==> config.mk <==
export PLATFORM = sky130hd
export DESIGN_NAME = bicubic_sequencer
export DESIGN_NICKNAME = d
export VERILOG_FILES = /design/src/rtl/bicubic_pkg.sv /design/src/rtl/frac_div.sv /design/src/rtl/bicubic_sequencer.sv
export SDC_FILE = /design/constraint.sdc
export NUM_CORES = 1
export LEC_CHECK = 0
export ABC_AREA = 1
export BUFFER_PORTS_ARGS = -buffer_cell sky130_fd_sc_hd__buf_2
export CAP_MARGIN = 20
export CORE_MARGIN = 3
export CORE_UTILIZATION = 50
export DETAILED_ROUTE_END_ITERATION = 12
export PLACE_DENSITY_LB_ADDON = 0.15
export SYNTH_ARGS = -nofsm -noshare
export SYNTH_HDL_FRONTEND = slang
export SYNTH_SLANG_ARGS = --single-unit
==> constraint.sdc <==
create_clock -name clk -period 8.2 [get_ports clk]
set_input_delay 0.41 -clock clk [delete_from_list [all_inputs] [get_ports clk]]
set_output_delay 0.41 -clock clk [all_outputs]
set_load 0.01 [all_outputs]
==> src/rtl/bicubic_pkg.sv <==
// Shared types and constants for the bicubic job sequencer.
// Optional exact-hit bypass is enabled by defining BICUBIC_EXACT_BYPASS_EN.
package bicubic_pkg;

    localparam int IMG_W_DEF = 100;
    localparam int IMG_H_DEF = 100;
    localparam int IMG_AW = 14;
    localparam int RES_AW = 16;

    // Q0.8 weight that stands in for 1.0
    localparam logic [7:0] Q8_ONE = 8'd255;

    typedef enum logic [3:0] {
        S_IDLE,
        S_CHECK,
        S_STEP_Y,
        S_DIV_Y,
        S_STEP_X,
        S_DIV_X,
        S_POW,
        S_FETCH,
        S_H_PASS,
        S_V_PASS,
        S_WRITE,
        S_NEXT,
        S_FIN
    } state_t;

    // Rounded Q0.8 product
    function automatic logic [7:0] q8_mul(input logic [7:0] a, input logic [7:0] b);
        logic [15:0] p;
        p = 16'(a) * 16'(b) + 16'd128;
        return p[15:8];
    endfunction

endpackage

==> src/rtl/frac_div.sv <==
// 16/8 restoring divider, one quotient bit per cycle, 8-bit result.
// A dividend whose high byte is not below the divisor saturates to 255.
module frac_div (
    input  logic        clk,
    input  logic        rst,
    input  logic        start,
    input  logic [15:0] dividend,
    input  logic [7:0]  divisor,
    output logic        done,
    output logic [7:0]  quot
);

    logic [8:0] rem;
    logic [7:0] lo;
    logic [7:0] dsr;
    logic [2:0] cnt;
    logic       run;
    logic       ovf;
    logic [8:0] trial;

    assign trial = {rem[7:0], lo[7]};
    assign quot  = ovf ? 8'hFF : lo;

    // Load on start, then shift-subtract for eight cycles
    always_ff @(posedge clk) begin
        if (rst) begin
            rem  <= '0;
            lo   <= '0;
            dsr  <= '0;
            cnt  <= '0;
            run  <= 1'b0;
            ovf  <= 1'b0;
            done <= 1'b0;
        end else begin
            done <= 1'b0;
            if (start) begin
                rem <= {1'b0, dividend[15:8]};
                lo  <= dividend[7:0];
                dsr <= divisor;
                cnt <= '0;
                run <= 1'b1;
                ovf <= dividend[15:8] >= divisor;
            end else if (run) begin
                if (trial >= {1'b0, dsr}) begin
                    rem <= trial - {1'b0, dsr};
                    lo  <= {lo[6:0], 1'b1};
                end else begin
                    rem <= trial;
                    lo  <= {lo[6:0], 1'b0};
                end
                cnt <= cnt + 3'd1;
                if (cnt == 3'd7) begin
                    run  <= 1'b0;
                    done <= 1'b1;
                end
            end
        end
    end

endmodule

==> src/rtl/bicubic_sequencer.sv <==
// Job controller: DDA, fraction divide, 4x4 fetch, engine passes, result write.
// Define BICUBIC_EXACT_BYPASS_EN to copy exact source hits without the engine.
module bicubic_sequencer
    import bicubic_pkg::*;
#(
    parameter int IMG_W = IMG_W_DEF,
    parameter int IMG_H = IMG_H_DEF
) (
    input  logic        clk,
    input  logic        rst,
    input  logic        job_start,
    input  logic [6:0]  h0,
    input  logic [6:0]  v0,
    input  logic [6:0]  sw,
    input  logic [6:0]  sh,
    input  logic [7:0]  tw,
    input  logic [7:0]  th,
    output logic        busy,
    output logic        done,
    output logic        err,
    output logic        img_rd,
    output logic [13:0] img_addr,
    input  logic [7:0]  img_q,
    output logic        eng_start,
    output logic [7:0]  eng_x0,
    output logic [7:0]  eng_x1,
    output logic [7:0]  eng_x2,
    output logic [7:0]  eng_x3,
    output logic [7:0]  eng_p0,
    output logic [7:0]  eng_p1,
    output logic [7:0]  eng_p2,
    output logic [7:0]  eng_p3,
    input  logic [7:0]  eng_out,
    input  logic        eng_finish,
    output logic        res_wr,
    output logic [15:0] res_addr,
    output logic [7:0]  res_data
);

    localparam logic [7:0] W_LIM = 8'(IMG_W);
    localparam logic [7:0] H_LIM = 8'(IMG_H);
    localparam logic [7:0] W_MAX = 8'(IMG_W - 1);
    localparam logic [7:0] H_MAX = 8'(IMG_H - 1);

    state_t state, nstate;

    logic [6:0]  h0_r, v0_r, sw_r, sh_r;
    logic [7:0]  tw_r, th_r;
    logic [7:0]  tx, ty;
    logic [8:0]  rem_x, rem_y;
    logic [6:0]  ix, iy;
    logic [7:0]  fx, fy;
    logic [7:0]  wx2, wx3, wy2, wy3;
    logic [7:0]  nb [16];
    logic [7:0]  hres [4];
    logic [7:0]  vres;
    logic [4:0]  fcnt;
    logic        rd_d;
    logic [3:0]  idx_d;
    logic [1:0]  hcnt;
    logic        issued;
    logic        err_r;
    logic [15:0] waddr;
    logic        byp;

    logic [7:0]  tm1_x, tm1_y;
    logic        ok;
    logic        last_col, last_row;
    logic        y_fit, x_fit;
    logic        div_start, div_done;
    logic [15:0] div_num;
    logic [7:0]  div_den, div_q;
    logic [1:0]  off_r, off_c;
    logic [7:0]  r1, c1, rc, cc, row, col;
    logic [13:0] addr_calc;
    logic        fetch_end;

    assign tm1_x    = tw_r - 8'd1;
    assign tm1_y    = th_r - 8'd1;
    assign last_col = (tx == tm1_x);
    assign last_row = (ty == tm1_y);
    assign y_fit    = rem_y < {1'b0, tm1_y};
    assign x_fit    = rem_x < {1'b0, tm1_x};

    assign ok = (sw_r >= 7'd2) && (sh_r >= 7'd2) &&
                (tw_r >= 8'd2) && (th_r >= 8'd2) &&
                ({1'b0, h0_r} + {1'b0, sw_r} <= W_LIM) &&
                ({1'b0, v0_r} + {1'b0, sh_r} <= H_LIM);

    assign div_start = (state == S_STEP_Y && y_fit) ||
                       (state == S_STEP_X && x_fit);
    assign div_num = (state == S_STEP_Y) ?
                     {rem_y[7:0], 8'h00} + {9'h0, tm1_y[7:1]} :
                     {rem_x[7:0], 8'h00} + {9'h0, tm1_x[7:1]};
    assign div_den = (state == S_STEP_Y) ? tm1_y : tm1_x;

    frac_div u_div (
        .clk      (clk),
        .rst      (rst),
        .start    (div_start),
        .dividend (div_num),
        .divisor  (div_den),
        .done     (div_done),
        .quot     (div_q)
    );

    // Neighbourhood addressing: offsets are stored +1 so clamping stays unsigned
    assign off_r = byp ? 2'd1 : fcnt[3:2];
    assign off_c = byp ? 2'd1 : fcnt[1:0];
    assign r1 = {1'b0, v0_r} + {1'b0, iy} + {6'b0, off_r};
    assign c1 = {1'b0, h0_r} + {1'b0, ix} + {6'b0, off_c};
    assign rc = (r1 == 8'd0) ? 8'd0 : r1 - 8'd1;
    assign cc = (c1 == 8'd0) ? 8'd0 : c1 - 8'd1;
    assign row = (rc > H_MAX) ? H_MAX : rc;
    assign col = (cc > W_MAX) ? W_MAX : cc;
    assign addr_calc = IMG_AW'(row) * IMG_AW'(IMG_W) + IMG_AW'(col);

    assign fetch_end = byp ? (fcnt == 5'd1) : (fcnt == 5'd16);

`ifdef BICUBIC_EXACT_BYPASS_EN
    // Exact source hit: both fractions zero, so the pixel is copied as-is
    always_ff @(posedge clk) begin
        if (rst) begin
            byp <= 1'b0;
        end else if (state == S_POW) begin
            byp <= (fx == 8'd0) && (fy == 8'd0);
        end
    end
`else
    assign byp = 1'b0;
`endif

    // State register
    always_ff @(posedge clk) begin
        if (rst) begin
            state <= S_IDLE;
        end else begin
            state <= nstate;
        end
    end

    // Next-state logic
    always_comb begin
        nstate = state;
        unique case (state)
            S_IDLE:   if (job_start) nstate = S_CHECK;
            S_CHECK:  nstate = ok ? S_STEP_Y : S_FIN;
            S_STEP_Y: if (y_fit) nstate = S_DIV_Y;
            S_DIV_Y:  if (div_done) nstate = S_STEP_X;
            S_STEP_X: if (x_fit) nstate = S_DIV_X;
            S_DIV_X:  if (div_done) nstate = S_POW;
            S_POW:    nstate = S_FETCH;
            S_FETCH:  if (fetch_end) nstate = byp ? S_WRITE : S_H_PASS;
            S_H_PASS: if (issued && eng_finish && hcnt == 2'd3) nstate = S_V_PASS;
            S_V_PASS: if (issued && eng_finish) nstate = S_WRITE;
            S_WRITE:  nstate = S_NEXT;
            S_NEXT: begin
                if (!last_col) nstate = S_STEP_X;
                else if (!last_row) nstate = S_STEP_Y;
                else nstate = S_FIN;
            end
            S_FIN:    nstate = S_IDLE;
            default:  nstate = S_IDLE;
        endcase
    end

    // Outputs decoded from state and datapath registers
    always_comb begin
        busy      = (state != S_IDLE);
        done      = (state == S_FIN);
        err       = (state == S_FIN) && err_r;
        img_rd    = 1'b0;
        img_addr  = '0;
        eng_start = 1'b0;
        eng_x0    = '0;
        eng_x1    = '0;
        eng_x2    = '0;
        eng_x3    = '0;
        eng_p0    = '0;
        eng_p1    = '0;
        eng_p2    = '0;
        eng_p3    = '0;
        res_wr    = 1'b0;
        res_addr  = '0;
        res_data  = '0;
        unique case (state)
            S_FETCH: begin
                img_rd   = byp ? (fcnt == 5'd0) : !fcnt[4];
                img_addr = img_rd ? addr_calc : '0;
            end
            S_H_PASS: begin
                eng_start = !issued;
                eng_x0 = Q8_ONE;
                eng_x1 = fx;
                eng_x2 = wx2;
                eng_x3 = wx3;
                eng_p0 = nb[{hcnt, 2'd0}];
                eng_p1 = nb[{hcnt, 2'd1}];
                eng_p2 = nb[{hcnt, 2'd2}];
                eng_p3 = nb[{hcnt, 2'd3}];
            end
            S_V_PASS: begin
                eng_start = !issued;
                eng_x0 = Q8_ONE;
                eng_x1 = fy;
                eng_x2 = wy2;
                eng_x3 = wy3;
                eng_p0 = hres[0];
                eng_p1 = hres[1];
                eng_p2 = hres[2];
                eng_p3 = hres[3];
            end
            S_WRITE: begin
                res_wr   = 1'b1;
                res_addr = waddr;
                res_data = vres;
            end
            default: ;
        endcase
    end

    // Datapath: job latch, DDA stepping, fetch capture, engine handshakes
    always_ff @(posedge clk) begin
        if (rst) begin
            h0_r  <= '0;
            v0_r  <= '0;
            sw_r  <= '0;
            sh_r  <= '0;
            tw_r  <= '0;
            th_r  <= '0;
            tx    <= '0;
            ty    <= '0;
            rem_x <= '0;
            rem_y <= '0;
            ix    <= '0;
            iy    <= '0;
            fx    <= '0;
            fy    <= '0;
            wx2   <= '0;
            wx3   <= '0;
            wy2   <= '0;
            wy3   <= '0;
            for (int i = 0; i < 16; i++) nb[i] <= '0;
            for (int i = 0; i < 4; i++) hres[i] <= '0;
            vres   <= '0;
            fcnt   <= '0;
            rd_d   <= 1'b0;
            idx_d  <= '0;
            hcnt   <= '0;
            issued <= 1'b0;
            err_r  <= 1'b0;
            waddr  <= '0;
        end else begin
            rd_d  <= img_rd;
            idx_d <= fcnt[3:0];
            if (rd_d) begin
                if (byp) vres <= img_q;
                else nb[idx_d] <= img_q;
            end
            unique case (state)
                S_IDLE: begin
                    if (job_start) begin
                        h0_r <= h0;
                        v0_r <= v0;
                        sw_r <= sw;
                        sh_r <= sh;
                        tw_r <= tw;
                        th_r <= th;
                    end
                end
                S_CHECK: begin
                    err_r <= !ok;
                    tx    <= '0;
                    ty    <= '0;
                    rem_x <= '0;
                    rem_y <= '0;
                    ix    <= '0;
                    iy    <= '0;
                    waddr <= '0;
                end
                S_STEP_Y: begin
                    if (!y_fit) begin
                        rem_y <= rem_y - {1'b0, tm1_y};
                        iy    <= iy + 7'd1;
                    end
                end
                S_DIV_Y: if (div_done) fy <= div_q;
                S_STEP_X: begin
                    if (!x_fit) begin
                        rem_x <= rem_x - {1'b0, tm1_x};
                        ix    <= ix + 7'd1;
                    end
                end
                S_DIV_X: if (div_done) fx <= div_q;
                S_POW: begin
                    wx2    <= q8_mul(fx, fx);
                    wx3    <= q8_mul(q8_mul(fx, fx), fx);
                    wy2    <= q8_mul(fy, fy);
                    wy3    <= q8_mul(q8_mul(fy, fy), fy);
                    fcnt   <= '0;
                    hcnt   <= '0;
                    issued <= 1'b0;
                end
                S_FETCH: if (img_rd) fcnt <= fcnt + 5'd1;
                S_H_PASS: begin
                    if (!issued) begin
                        issued <= 1'b1;
                    end else if (eng_finish) begin
                        hres[hcnt] <= eng_out;
                        issued     <= 1'b0;
                        hcnt       <= hcnt + 2'd1;
                    end
                end
                S_V_PASS: begin
                    if (!issued) begin
                        issued <= 1'b1;
                    end else if (eng_finish) begin
                        vres   <= eng_out;
                        issued <= 1'b0;
                    end
                end
                S_WRITE: waddr <= waddr + 16'd1;
                S_NEXT: begin
                    if (last_col) begin
                        tx    <= '0;
                        rem_x <= '0;
                        ix    <= '0;
                        if (!last_row) begin
                            ty    <= ty + 8'd1;
                            rem_y <= rem_y + {2'b0, sh_r - 7'd1};
                        end
                    end else begin
                        tx    <= tx + 8'd1;
                        rem_x <= rem_x + {2'b0, sw_r - 7'd1};
                    end
                end
                default: ;
            endcase
        end
    end

endmodule

=== Word level (Yosys, flattened, before mapping) ===
Memory sizes are Yosys's and may differ from the RTL's. A register that Yosys moved wholly into a read port is not among the register bits.
Cells that the tools add are included.
Widths: inputs -> output; s select.

* Bits of input ports: 64
* Memories: 2
* RAM bits: 160
* Output and inout bits: 108
* Register bits: 212
* Word-level logic and storage cells: 256

* Bitwise gates (word level): 1
* $lt $le $gt $ge: 12
* Reductions and logical operators: 44
* Add/subtract/negate cells: 32
* Equal/unequal tests: 32
* Multiplexer cells: 94
* $mul: 5

{| class="wikitable"
|+ Memory list
! memory !! depth !! width !! rd ports !! clocked after memory_dff !! write ports !! RTL line !! source
|-
| nb || 16 || 8 || 4 || 4 || 16 || bicubic_sequencer.sv:54 || <nowiki>logic [7:0] nb [16];</nowiki>
|-
| hres || 4 || 8 || 4 || 0 || 4 || bicubic_sequencer.sv:55 || <nowiki>logic [7:0] hres [4];</nowiki>
|}

{| class="wikitable"
|+ Operators by type and width
! operator !! number
|-
| $mux 8 || 18
|-
| $pmux 8 s2 || 9
|-
| $mux 4 || 20
|-
| $add 16x8->16 const B || 4
|-
| $mul 8x8->16 || 4
|-
| $pmux 9 s3 || 2
|-
| $pmux 4 s12 || 1
|-
| $mux 9 || 5
|-
| $add 16x7->16 || 2
|-
| $add 7x7->8 || 4
|-
| $mux 16 || 2
|-
| $pmux 16 s2 || 1
|-
| $sub 8x1->8 const B || 4
|-
| $mux 14 || 2
|-
| $ne 2x2->1 const B || 13
|-
| $mux 1 || 22
|-
| $mux 7 || 3
|-
| $pmux 7 s3 || 1
|-
| $eq 4x4->1 const B || 5
|-
| $add 9x7->9 || 2
|-
| $lt 9x8->1 || 2
|-
| $sub 9x8->9 || 2
|-
| $add 16x1->16 const B || 1
|-
| $add 8x1->8 const B || 2
|-
| other kinds (45) || 89
|}

=== Longest topological paths before layout ===
* Word-level depth: 10
* Depth in mapped cells: 52
* Depth with buffers taken out: 50

=== By module ===
Synthesis repeated with hierarchy kept, for this count alone.

* Cells, all modules: 3714
* Area, all modules: 28523.6 sq um

{| class="wikitable"
|+ Modules (own cells, without submodules)
! module !! times used !! seq. area each (sq um) !! cells an instance !! area an instance (sq um)
|-
| bicubic_sequencer || 1 || 8488.1 || 3396 || 26446.6
|-
| frac_div || 1 || 600.6 || 318 || 2077.0
|}

=== Worst setup path before layout ===
OpenSTA, ideal clock, no wires.

* Path kind: register to register
* Start point: reg fy[3]
* End point: reg wy3[7]
* Setup slack: 0.345 ns
* Stages on the path, launching flop included: 41
* Clock period less this slack: 7.855 ns
* Arrival: 7.781 ns
* Path buffers: 1
* Path through: dfxtp_1 clkbuf_1 clkinv_1 ha_1 xor2_1 ha_1 inv_1 fa_1 fa_1 inv_1 ha_1 a21oi_1 nand2_1 a21o_1 nand2_1 nand2_1 a21oi_1 nor2_1 [... 5 more ...] inv_1 fa_1 inv_1 fa_1 fa_1 ha_1 a21oi_1 nand2_1 nand2_1 nand2_1 nand2_1 nand2_1 nand2_1 nand2_1 nand3_1 o21ai_0 or2_2 a31oi_1

* Longest elaborated chain between the ends: 4

{| class="wikitable"
|+ RTL lines
! what !! RTL line !! source
|-
| start: declaration || bicubic_sequencer.sv:52 || <nowiki>logic [7:0] fx, fy;</nowiki>
|-
| start signal: assignment || bicubic_sequencer.sv:287 || <nowiki>S_DIV_Y: if (div_done) fy <= div_q;</nowiki>
|-
| $mul 8x8->16 || bicubic_pkg.sv:32 || <nowiki>p = 16'(a) * 16'(b) + 16'd128;</nowiki>
|-
| $add 16x8->16 || bicubic_pkg.sv:32 ||
|-
| $mul 8x8->16 (*) || bicubic_pkg.sv:32 ||
|-
| $add 16x8->16 (*) || bicubic_pkg.sv:32 ||
|-
| end signal: assignment || bicubic_sequencer.sv:299 || <nowiki>wy3 <= q8_mul(q8_mul(fy, fy), fy);</nowiki>
|-
| end: declaration || bicubic_sequencer.sv:53 || <nowiki>logic [7:0] wx2, wx3, wy2, wy3;</nowiki>
|}

Mark *: on every way between the ends. The rest lies on a longest branch, timed or not.
A chain may end at the register's enable or synchronous reset.

=== Worst setup path in the final report ===
* Start point: reg fx[7]
* End point: reg wx3[6]

* Longest elaborated chain between the ends: 4

{| class="wikitable"
|+ RTL lines
! what !! RTL line !! source
|-
| start: declaration || bicubic_sequencer.sv:52 ||
|-
| start signal: assignment || bicubic_sequencer.sv:294 || <nowiki>S_DIV_X: if (div_done) fx <= div_q;</nowiki>
|-
| $mul 8x8->16 || bicubic_pkg.sv:32 ||
|-
| $add 16x8->16 || bicubic_pkg.sv:32 ||
|-
| $mul 8x8->16 (*) || bicubic_pkg.sv:32 ||
|-
| $add 16x8->16 (*) || bicubic_pkg.sv:32 ||
|-
| end signal: assignment || bicubic_sequencer.sv:297 || <nowiki>wx3 <= q8_mul(q8_mul(fx, fx), fx);</nowiki>
|-
| end: declaration || bicubic_sequencer.sv:53 ||
|}

Marked as above.

==> impl_results.md <==
* Post-detail-place hpwl at 55.61 mm
* Post-Synth Adder-Cell Area at 21.41%
* Most common cell in the synthesized netlist: nand2_1
* Period utilization at 93.99%
* Compound-cell area share of the yosys netlist at 12.64%
* Mux contribution to synthesized area at 0%
* Area Overhead vs Synth at 11.84%
* Die Span Y at 243.3 um
* Final period demand of the worst path at 7707 ps
* Synth top cells by count: nand2_1, inv_1, nor2_1, ha_1, a21oi_1
* Max Buffers Root-to-Sink at 3
* FF+latch count, synth at 374
* Post-synth ARST share at 0%
* Synth top area share at 17.06%
* CTS root buf: clkbuf_16
* DRT antenna net count at 0
* CP startpoint kind: flop
* LEAKAGE at 15.29 nW
* Post-synthesis cell type count at 67
* Gp weighted congestion at 0.8883
* DR vias/cell at 5.216
* H-Tree Depth at 2
* Critical Setup Path Class: reg -> reg
* Post-synthesis sequential area ratio at 32.28%
* Std cell rows at 86
* RSZ-0062 raised after global routing: false
* Layout cells sized above 1 at 11.14%
* Outcome: complete, no violations
* Total congestion overflow at 0
* Mapped Area at 28160 um^2
* Crit path required time at 8650 ps
* DR pass1 iterations at 6
* Main combinational cell family by area after synthesis: adder cells
* Slowest stage cell, crit path: fa_1
* Syn avg cell area at 7.759 um^2
* DIE WIDTH at 243.3 um
* Crit Path Max Fanout at 6
* Final Skew at 44.70 ps
* Critical path arrival at 8150 ps
* Max_cap viols at 0
* Global-route wire length before repair at 118.7 mm
* Antenna diode count at 0
* Ys flop type: dfxtp_1
* Initial Util at 50.81%
* Slew @ Worst Pin at 1112 ps
* Yosys warning total at 0
* Sequential Area at 9100 um^2
* Max Transition Viols Final at 0
* Clk Latency, worst-skew pair at 600 ps
* # nets final at 4238
* Total Wirelength at 74.00 mm
* Initial antenna violation count at 0
* Buffers on Ports at 171
* Max-slew headroom at 25.79%
* Hold Crit Class: in -> reg
* Final hold vios at 0
* Max VDD drop at 1.138 mV
* Pin count of the biggest net entering global routing at 100
* Setup TNS at 0 ps
* Mapped Cells at 3629
* Synth top area cells: edfxtp_1, dfxtp_1, ha_1
* # DRC at 0
* Global Route Usage Sum at 24.73%
* Vias in the first global route at 22600
* CTS Buf Count at 43
* Worst setup EP type: flop
* P per Cell Area at 404.7 nW/um^2
* Drt initial violations at 1561
* Multi-input gate area at 16310 um^2
* Post-Synth XOR/XNOR Area at 2.848%
* Core ar. at 55420 um^2
* Simple-gate share of the synthesized area at 20.52%
* Worst hold slack at 105.4 ps
* Area leader, netlist: edfxtp_1
* Max Freq at 0.1298 GHz
* CTS tree: yes
* DR WL/cell at 16.25 um
* Number of flops mapped to enable cells by yosys at 160
* Worst-path clk slew at 60 ps
* Max stage delay on crit path at 560 ps
* Die area at 59200 um^2
* Via count at 23760
* # IOs at 172
* Fillcell total at 5176
* Clock sinks at 374
* Final Setup Violations at 0
-- final timing paths --
check	slack, ps	to	cells after the start	startpoint
worst min-delay path	110	sw_r[3]	3	sw[3]
worst max register to register	490	wx3[6]	38	fx[7]
worst min register to register	460	vres[6]	2	vres[6]
worst max-delay path	490	wx3[6]	38	fx[7]
-- sequential cells by signal (all words and copies together) (netlist names), 9 cells and up, named ones only --
signal / flops
hres: 32
nb: 128
rem_x: 9
waddr: 16
rem_y: 9
-- per-layer routing --
| layer | share of wire, % | wire length (um) | track usage [%] | vias to the layer above |
|---|---|---|---|---|
| li1 | - | - | - | 12000 |
| met1 | 46 | 33860 | 34.40 | 11070 |
| met2 | 47 | 34730 | 41.24 | 593 |
| met3 | 5.1 | 3782 | 3.148 | 99 |
| met4 | 2.2 | 1628 | 5.764 | 0 |
| met5 | 0 | 0 | 0 | - |
-- kinds of logic (layout without fill, tap and decap cells) --
group                    count (synthesis)  in the layout
AO/OA/AOI/OAI                          621            621
adder cells (fa/ha/maj)                402            402
flip-flops                             374            374
buffers and inverters                  756            933
AND/OR/NAND/NOR                       1385           1385
other                                    2              3
XOR/XNOR                                89             89
-- area by class of cell --
type,count,share of cell area [%]
tap,748,2.972
inverter,629,7.533
multi-input combinational,2500,51.80
clock buffer,58,3.754
timing repair buffer,224,4.056
sequential,374,28.90
clock inverter,22,0.9853
-- repair_timing --
action,4_1_cts,5_1_grt
setup buffers,0,9
setup endpoints to repair,0,10
resized for setup,0,40
hold buffers,0,0
-- critical path: cells and delay by family (launching register included) --
family | cells | cell delay [ps]
fa+ha+maj | 10 | 4390
simple gates | 19 | 1790
compound gates | 5 | 570
flops | 1 | 450
buf+inv | 4 | 350
-- power by group --
part	internal [W]	switching, W	leakage, nW
combinational	0.00301	0.00540	11.2
clock	0.00119	0.000833	0.713
sequential	0.00213	0.000179	3.38
total	0.00633	0.00641	15.3
-- per-stage QoR --
stage / std cells / util, % / cell area (um^2) / setup WS [ps] / total power (W)
2_1_floorplan: 3630 / - / 28160 / 345.2 / 0.008964
3_3_place_gp: 4464 / 53.73 / 29780 / 347.3 / 0.01058
3_5_place_dp: 4464 / 53.73 / 29780 / 145.6 / 0.01071
4_1_cts: 4544 / 56.43 / 31270 / 136.5 / 0.01279
5_1_grt: 4555 / 56.83 / 31490 / 3.574 / 0.01410
6_report: 4555 / 56.83 / 31490 / 493.0 / 0.01275
-- placed cells by master, fill, tap and decap left out, drive strengths merged, types with 2 or more instances in the layout --
cell type  netlist  layout
nor4             5       5
a221oi           5       5
or2             49      49
nor2           452     452
bufinv           0       5
fa             133     133
o21ai          221     221
clkinvlp         0       5
conb             2       3
a32o            32      32
a21oi          238     238
buf             24     224
nand3b           8       8
inv            620     623
a31oi           13      13
o211ai          11      11
o32ai            3       3
o21a             4       4
nor3            47      47
nor3b            2       2
o22ai           53      53
o31ai            3       3
a211oi          13      13
a21o             3       3
nand2          673     673
and2             2       2
ha             269     269
a22oi            2       2
clkbuf         103      58
o21bai           9       9
xor2            68      68
dfxtp          214     214
a22o             5       5
xnor2           21      21
clkinv           9      18
nand4           24      24
nand3          122     122
edfxtp         160     160
o221ai           2       2
No activity file was read; power rests on OpenSTA's default activity.
